## config.mk

```make
export PLATFORM = sky130hd
export DESIGN_NAME = polylut_flow_ctrl
export DESIGN_NICKNAME = d
export VERILOG_FILES = /design/src/rtl/polylut_flow_ctrl.sv
export SDC_FILE = /design/constraint.sdc
export NUM_CORES = 1
export LEC_CHECK = 0
export CORE_ASPECT_RATIO = 2
export CORE_MARGIN = 2
export CORE_UTILIZATION = 32
export DETAILED_ROUTE_END_ITERATION = 10
export DONT_BUFFER_PORTS = 1
export PLACE_DENSITY = 0.56
export SLEW_MARGIN = 25
export SYNTH_ARGS = -nofsm -noshare
export SYNTH_HDL_FRONTEND = slang
export SYNTH_SLANG_ARGS = --single-unit
```

## constraint.sdc

```tcl
create_clock -name clk -period 5.03 [get_ports clk]
set_input_delay 0.2515 -clock clk [delete_from_list [all_inputs] [get_ports clk]]
set_output_delay 0.2515 -clock clk [all_outputs]
set_load 0.03 [all_outputs]
```

## src/rtl/polylut_flow_ctrl.sv

```systemverilog
// polylut_flow_ctrl: valid/ready wrapper with credit-limited admission around a fixed-latency, stall-free pipeline
// Ports:
//   clk, rst            clock (rising edge), asynchronous active-low reset
//   in_valid/in_ready   sample handshake into the pipeline input
//   pipe_out            pipeline output, captured LATENCY edges after accept
//   out_valid/out_data  first-word-fall-through result FIFO head
//   out_ready           consumer pop
//   flush               discard all in-flight and buffered results (honoured in RUN only)
//   busy                any credit in use or not in RUN
//   in_count/out_count  wrapping accept/delivery counters
//   ovf_err             sticky: capture attempted into a full FIFO
module polylut_flow_ctrl #(
    parameter int LATENCY    = 12,
    parameter int OUT_W      = 20,
    parameter int FIFO_DEPTH = 16,
    parameter int CNT_W      = 32
) (
    input  logic             clk,
    input  logic             rst,
    input  logic             in_valid,
    output logic             in_ready,
    input  logic [OUT_W-1:0] pipe_out,
    output logic             out_valid,
    output logic [OUT_W-1:0] out_data,
    input  logic             out_ready,
    input  logic             flush,
    output logic             busy,
    output logic [CNT_W-1:0] in_count,
    output logic [CNT_W-1:0] out_count,
    output logic             ovf_err
);
    localparam int AW = $clog2(FIFO_DEPTH);

    typedef enum logic [1:0] {RUN, DRAIN, CLR} state_t;

    state_t             state_q, state_d;
    logic [LATENCY-1:0] vsr_q, vsr_d;
    logic [AW:0]        used_q, used_d, wr_q, wr_d, rd_q, rd_d;
    logic [CNT_W-1:0]   in_cnt_q, in_cnt_d, out_cnt_q, out_cnt_d;
    logic               ovf_q, ovf_d;
    logic [OUT_W-1:0]   mem_q [FIFO_DEPTH];
    logic               acc, pop, cap, empty, full, run, wr_en;

    always_ff @(posedge clk or negedge rst) begin
        if (!rst) state_q <= RUN;
        else      state_q <= state_d;
    end

    // DRAIN waits for the last tracked sample to leave the pipeline before clearing
    always_comb begin
        state_d = state_q == RUN   ? (flush ? DRAIN : RUN) :
                  state_q == DRAIN ? (vsr_q == '0 ? CLR : DRAIN) : RUN;
    end

    // rst gating keeps in_ready low while reset is held
    always_comb begin
        run       = state_q == RUN;
        in_ready  = rst & run & (used_q < (AW+1)'(FIFO_DEPTH));
        out_valid = run & ~empty;
        busy      = (used_q != '0) | ~run;
    end

    always_comb begin
        empty     = wr_q == rd_q;
        full      = (wr_q ^ rd_q) == {1'b1, {AW{1'b0}}};
        acc       = in_valid & in_ready;
        pop       = out_valid & out_ready;
        cap       = vsr_q[LATENCY-1];
        // a pop in the same cycle frees the slot, so a full FIFO can still accept
        wr_en     = cap & run & (~full | pop);
        vsr_d     = {vsr_q[LATENCY-2:0], acc};
        used_d    = state_q == CLR ? '0 : used_q + (AW+1)'(acc) - (AW+1)'(pop);
        wr_d      = state_q == CLR ? '0 : wr_q + (AW+1)'(wr_en);
        rd_d      = state_q == CLR ? '0 : rd_q + (AW+1)'(pop);
        in_cnt_d  = in_cnt_q + CNT_W'(acc);
        out_cnt_d = out_cnt_q + CNT_W'(pop);
        ovf_d     = ovf_q | (cap & run & full & ~pop);
        out_data  = out_valid ? mem_q[rd_q[AW-1:0]] : '0;
    end

    always_ff @(posedge clk or negedge rst) begin
        if (!rst) begin
            vsr_q     <= '0;
            used_q    <= '0;
            wr_q      <= '0;
            rd_q      <= '0;
            in_cnt_q  <= '0;
            out_cnt_q <= '0;
            ovf_q     <= 1'b0;
        end else begin
            vsr_q     <= vsr_d;
            used_q    <= used_d;
            wr_q      <= wr_d;
            rd_q      <= rd_d;
            in_cnt_q  <= in_cnt_d;
            out_cnt_q <= out_cnt_d;
            ovf_q     <= ovf_d;
        end
    end

    always_ff @(posedge clk) begin
        if (wr_en) mem_q[wr_q[AW-1:0]] <= pipe_out;
    end

    assign in_count  = in_cnt_q;
    assign out_count = out_cnt_q;
    assign ovf_err   = ovf_q;
endmodule

```

---- After elaboration in Yosys (flattened, before gate mapping) ----
Memories as Yosys holds them, arrays and structs flattened.
Cells that the tools add are included.
word-level totals
  bits in registers ....................... 94
  bits in latches ......................... 0
  RAM bits ................................ 320
  ROM bits ................................ 0
  input bits .............................. 25
  output and inout bits ................... 88
  logic and storage cells ................. 50
  memories kept ........................... 1
memory list
  memory  depth  bits a word  rd ports  clocked after memory_dff  write ports  RTL line  source
  mem_q   16     20           1         0                         1            41        logic [OUT_W-1:0] mem_q [FIFO_DEPTH];
cells by class
  add/subtract/negate cells ............... 6
  multipliers ............................. 0
  divide/modulo/power cells ............... 0
  magnitude comparators ................... 1
  equality and inequality tests ........... 4
  shifts and indexed selects .............. 0
  muxes and demuxes ....................... 10
  bitwise gates (word level) .............. 17
  reductions and logical operators ........ 3
operator list
  kind                                                                   count
  32-bit by 1-bit adder with 32-bit output                               2
  20-bit 2-to-1 mux                                                      1
  5-bit by 1-bit adder with 5-bit output                                 3
  5-bit 2-to-1 mux                                                       3
  12-bit zero test                                                       1
  1-bit bitwise AND                                                      9
  2-bit 2-to-1 mux                                                       3
  5-bit equality test                                                    1
  5-bit equality test, second input constant                             1
  5-bit < comparator, second input constant                              1
  5-bit nonzero test                                                     1
  5-bit by 1-bit subtractor with 5-bit output                            1
  5-bit bitwise XOR                                                      1
  1-bit NOT                                                              4
  1-bit 2-to-1 mux                                                       3
  1-bit bitwise OR                                                       3
  2-bit by 1-bit equality test with 1-bit output, second input constant  1
  2-bit equality test, second input constant                             1
  2-bit zero test                                                        1

---- Longest topological paths before layout ----
  word-level depth ........................ 8
  gate-level depth with buffers ........... 15
  mapped depth without buffers ............ 13

---- Worst setup path before layout ----
OpenSTA, ideal clock, no wires.
  kind .................................... reg-to-reg
  from .................................... register wr_q[1]
  to ...................................... memory mem_q[0][0] (enable)
  library setup time ...................... 0.455 ns
  data arrival time ....................... 3.186 ns
  data required time ...................... 4.575 ns
  setup slack ............................. 1.389 ns
  cell stages (with the launch flop) ...... 6
  buffers on the path ..................... 1
  clock period less this slack ............ 3.641 ns
  cells stage by stage .................... dfrtp_1 > clkbuf_1 > xnor2_1 > nand4_1 > o311ai_2 > nor4b_1
between the ends
  cells in the longest elaborated chain, start to end .. 8
  elaborated cells between the ends (all ways) .. 11
  those cells by class .................... eq/ne (2); mux (2); bitwise (7)
ends and longest elaborated chain
  item                                    RTL line  source
  from (decl)                             38        logic [AW:0] used_q, used_d, wr_q, wr_d, rd_q, rd_d;
  from (signal assigned)                  93        wr_q <= wr_d;
  5-bit equality test                     64        empty = wr_q == rd_q;
  1-bit NOT                               59        out_valid = run & ~empty;
  1-bit bitwise AND                       59
  1-bit bitwise AND                       67        pop = out_valid & out_ready;
  1-bit bitwise OR                        70        wr_en = cap & run & (~full | pop);
  1-bit bitwise AND                       70
  1-bit 2-to-1 mux                        102       if (wr_en) mem_q[wr_q[AW-1:0]] <= pipe_out;
  1-bit 2-to-1 mux (not written as such)  102
  to (decl)                               41
Several ways; a longest one is shown, not always the timed one.

---- Final worst setup path ----
  from .................................... register rd_q[1]
  to ...................................... output out_data[6]
between the ends
  cells in the longest elaborated chain, start to end .. 4
  elaborated cells between the ends (all ways) .. 5
  those cells by class .................... eq/ne (1); mux (1); bitwise (2); memory (1)
ends and longest elaborated chain
  item                                                        RTL line  source
  from (decl)                                                 38
  from (signal assigned)                                      94        rd_q <= rd_d;
  branches (longest 3 deep; another with memory 16 x 20 bit)  --
  20-bit 2-to-1 mux (*)                                       78        out_data = out_valid ? mem_q[rd_q[AW-1:0]] : '0;
  to (decl)                                                   24        output logic [OUT_W-1:0] out_data,
Every way passes the cells marked *.

==> results.json <==
{
  "finalSetupViolations": 0,
  "seq_area_frac_synth": 0.734,
  "crit-reg2reg-launch": "rd_q[1]",
  "synth_top_family_by_area": "multiplexers",
  "htreeDepth": 2,
  "cp_slowest_cell": "nor3_1",
  "area_growth_pct": 15.7,
  "grt_util_all_layers": 0.144,
  "r2r_setup_slack_ps": 1500,
  "ys_warn_count": 0,
  "ys_seq_elements": 414,
  "n_fill_cell": 4697,
  "cts_buffers": 36,
  "clkPwrFrac": 0.324,
  "combinationalPowerShare": 0.219,
  "wl_um": 37700,
  "core_region_area_sq_um": 50700,
  "critical_path_class": "reg -> out",
  "p_leak_uw": 0.00640,
  "numPortBuffers": 0,
  "r2r_end": "used_q[4]",
  "internal-power_uw": 6200,
  "fin_util": 0.372,
  "peakVddDrop_v": 0.000223,
  "cts_tree": "built",
  "dieArea_sq_um": 52900,
  "ff2ff_path_depth": 14,
  "antenna_cells": 0,
  "cts_resized": 0,
  "synth_compound_area_frac": 0.0190,
  "antenna_found_initial": 2,
  "worstHoldPathType": "in -> reg",
  "post-cts-setup-buffers": 0,
  "syn_avg_cell_area_sq_um": 18.3,
  "outcome": "complete, no violations",
  "min_period_over_period": 0.756,
  "critPathArrivalTime_ps": 3550,
  "syn-num-nets": 929,
  "seq_area_sq_um": 12000,
  "swShare": 0.299,
  "worstPathMaxFanout": 28,
  "cap_violations": 0,
  "initial_core_util": 0.322,
  "synth_top_area_cell": "edfxtp_1",
  "synthSimpleGateAreaFrac": 0.0706,
  "num_io_pins": 113,
  "crit_start": "rd_q[1]",
  "drc": 0,
  "p_per_area_nw_per_um2": 469,
  "die_x_um": 164,
  "synth_xor_area_frac": 0.0398,
  "synth_cells": 889,
  "final-max-slew-violation-count": 0,
  "firstDrtPassIters": 5,
  "p_seq_frac": 0.456,
  "fin_nets": 988,
  "grt_first_pass_wirelength_um": 56200,
  "drt-vias-per-instance": 5.15,
  "clockBufferDepth": 3,
  "worstSkewPairLatency_ps": 560,
  "synth_top_area_frac": 0.590,
  "fin_skew_ps": 18.3,
  "cts_sinks": 414,
  "p_switching_uw": 2650,
  "multiInputGateArea_sq_um": 4270,
  "cp.required_ps": 4780,
  "drt_iter0_markers": 449,
  "die_h_um": 323,
  "drive_above_1_share": 0.214,
  "synth_area_sq_um": 16300,
  "dp_hpwl_um": 23400,
  "wire_per_inst_um": 23.2,
  "timing.final.crit_period_ps": 3800,
  "crit_top_cell": "buf_4",
  "clk_pin_slew_ps": 70,
  "tns_ps": 0,
  "fmax_mhz": 263,
  "final_antenna_net_count": 0,
  "finalHoldViolCount": 0,
  "place_congestion": 0.748,
  "relSlewSlack": 0.300,
  "num_rows": 117,
  "slowest_delay_ps": 860,
  "worst_pin_slew_ps": 1040,
  "ys_types": 41,
  "synthMuxAreaShare": 0.111,
  "root_buffer": "clkbuf_16",
  "worstSetupEndpoint": "out_data[6]",
  "crit_path_end_kind": "output pin",
  "synth_area_leaders": "edfxtp_1 (59%), dfrtp_1 (14%), mux4_2 (11%)",
  "grt_pass1_vias": 9036,
  "start_kind": "flip-flop",
  "crit_chain": "buf_4 > nand2b_1 > buf_4 > o22ai_1 > nor3_1",
  "dr_total_vias": 8400,
  "grt_setup_unrepaired": "false",
  "grt_max_degree": 95,
  "yosys.area_share.adder": 0.0120,
  "overflow": 0
}
## per-stage QoR
stage	setup slack [ps]	total power, uW	area [sq um]	hold WS (ps)	std cells
after floorplan	1390	5430	16300	-44.1	889
after global placement	1530	6000	17300	-42.3	1538
after detailed placement	1420	6030	17400	-42.2	1539
after CTS	1030	9000	18800	106	1630
after global routing	894	9260	18900	142	1630
final	1230	8850	18900	125	1630
## power groups by stage
stage               clock network (uW)  registers (uW)  logic (uW)
floorplan                            0            4010        1420
global placement                     0            4110        1890
detailed placement                   0            4120        1920
CTS                               2960            4040        1990
global route                      3090            4060        2110
finish                            2870            4040        1940
## cells in the final DEF, fill, tap and decap left out, types with 3 or more instances in the layout
| cell type | n |
|---|---|
| edfxtp_1 | 320 |
| dfrtp_1 | 91 |
| mux4_2 | 80 |
| xnor2_1 | 45 |
| clkbuf_16 | 36 |
| nand3_1 | 35 |
| buf_4 | 33 |
| o22ai_1 | 32 |
| xor2_1 | 29 |
| nand2_1 | 28 |
| dlygate4sd3_1 | 24 |
| nor3_1 | 23 |
| nor2_1 | 20 |
| inv_1 | 16 |
| nand4_1 | 16 |
| ha_1 | 14 |
| nor4_2 | 10 |
| nor3_2 | 10 |
| nor4_1 | 9 |
| nor2b_1 | 9 |
| clkinv_1 | 7 |
| clkinv_2 | 7 |
| and4_1 | 6 |
| and2_1 | 6 |
| and3_1 | 5 |
| nand2b_1 | 5 |
| bufinv_16 | 5 |
| clkbuf_1 | 5 |
| or2_2 | 4 |
| a22oi_1 | 4 |
| a31oi_1 | 4 |
| or4_1 | 3 |
| nor4b_1 | 3 |
| nor3_4 | 3 |
## how the worst min path moves through the flow
stage                   start       endpoint  slack [ps]  depth (start not counted)
global route        out_ready   out_count[0]         140                          3
CTS                 out_ready   out_count[0]         110                          3
finish              out_ready   out_count[0]         130                          3
floorplan                 rst    in_count[0]         -40                          0
global placement          rst  out_count[27]         -40                          0
detailed placement        rst  out_count[27]         -40                          0
## layer usage
| layer | track usage | part of all wire |
|---|---|---|
| met1 | 0.145 | 0.34 |
| met2 | 0.281 | 0.56 |
| met3 | 0.0322 | 0.060 |
| met4 | 0.0575 | 0.036 |
| met5 | 0 | 0 |
## state kept, by name (all words and copies together) (netlist names)
register / count
vsr_q: 12
used_q: 5
ovf_err: 1
in_count: 32
mem_q: 320
state_q: 2
wr_q: 5
out_count: 32
rd_q: 5
## final cells by class
class,instances,area share
clock buffers,43,0.0502
well taps,654,0.0434
repair buffers,59,0.0281
clock inverters,23,0.0141
flip-flops and latches,414,0.635
inverters,17,0.00338
multi-input cells,420,0.226
## Yosys cell counts
| master | n |
|---|---|
| nor3_1 | 36 |
| a21o_1 | 1 |
| nand2b_1 | 6 |
| dfrtp_1 | 94 |
| or2_2 | 4 |
| nand4_4 | 1 |
| buf_4 | 1 |
| a22oi_1 | 4 |
| o22ai_1 | 32 |
| inv_2 | 1 |
| a31oi_1 | 4 |
| mux4_2 | 80 |
| and4_1 | 6 |
| nor4_1 | 15 |
| nor2b_1 | 10 |
| clkbuf_1 | 23 |
| o311ai_2 | 1 |
| nor4b_1 | 5 |
| nand4_1 | 16 |
| a31o_2 | 1 |
| ha_1 | 14 |
| a21oi_1 | 2 |
| nor4_4 | 1 |
| or4_1 | 3 |
| nand2_1 | 28 |
| and2_1 | 6 |
| o21ai_1 | 1 |
| buf_2 | 8 |
| fa_1 | 1 |
| o21bai_1 | 1 |
| xnor2_1 | 45 |
| nor4_2 | 4 |
| mux2i_1 | 1 |
| buf_1 | 6 |
| edfxtp_1 | 320 |
| nor3b_1 | 2 |
| and3_1 | 5 |
| nand3_1 | 35 |
| nor2_1 | 20 |
| xor2_1 | 29 |
| inv_1 | 16 |
## cell families (layout without fill, tap and decap cells)
| group | Yosys count | in the layout |
|---|---|---|
| compound gates | 47 | 47 |
| xor+xnor | 74 | 74 |
| mux | 81 | 81 |
| buf+inv | 55 | 142 |
| simple gates | 203 | 203 |
| fa+ha+maj | 15 | 15 |
| flops | 414 | 414 |
## critical path, delay by kind of cell, from the launching register on
kind	cells	cell delay [ps]
buf+inv	2	840
compound gates	1	90
simple gates	2	1230
flops	1	800
## repair_timing
action	in CTS	in global routing
endpoints found under the setup margin	0	0
endpoints found under the hold margin	417	0
hold buffers	25	0
(Power assumes the default switching activity.)
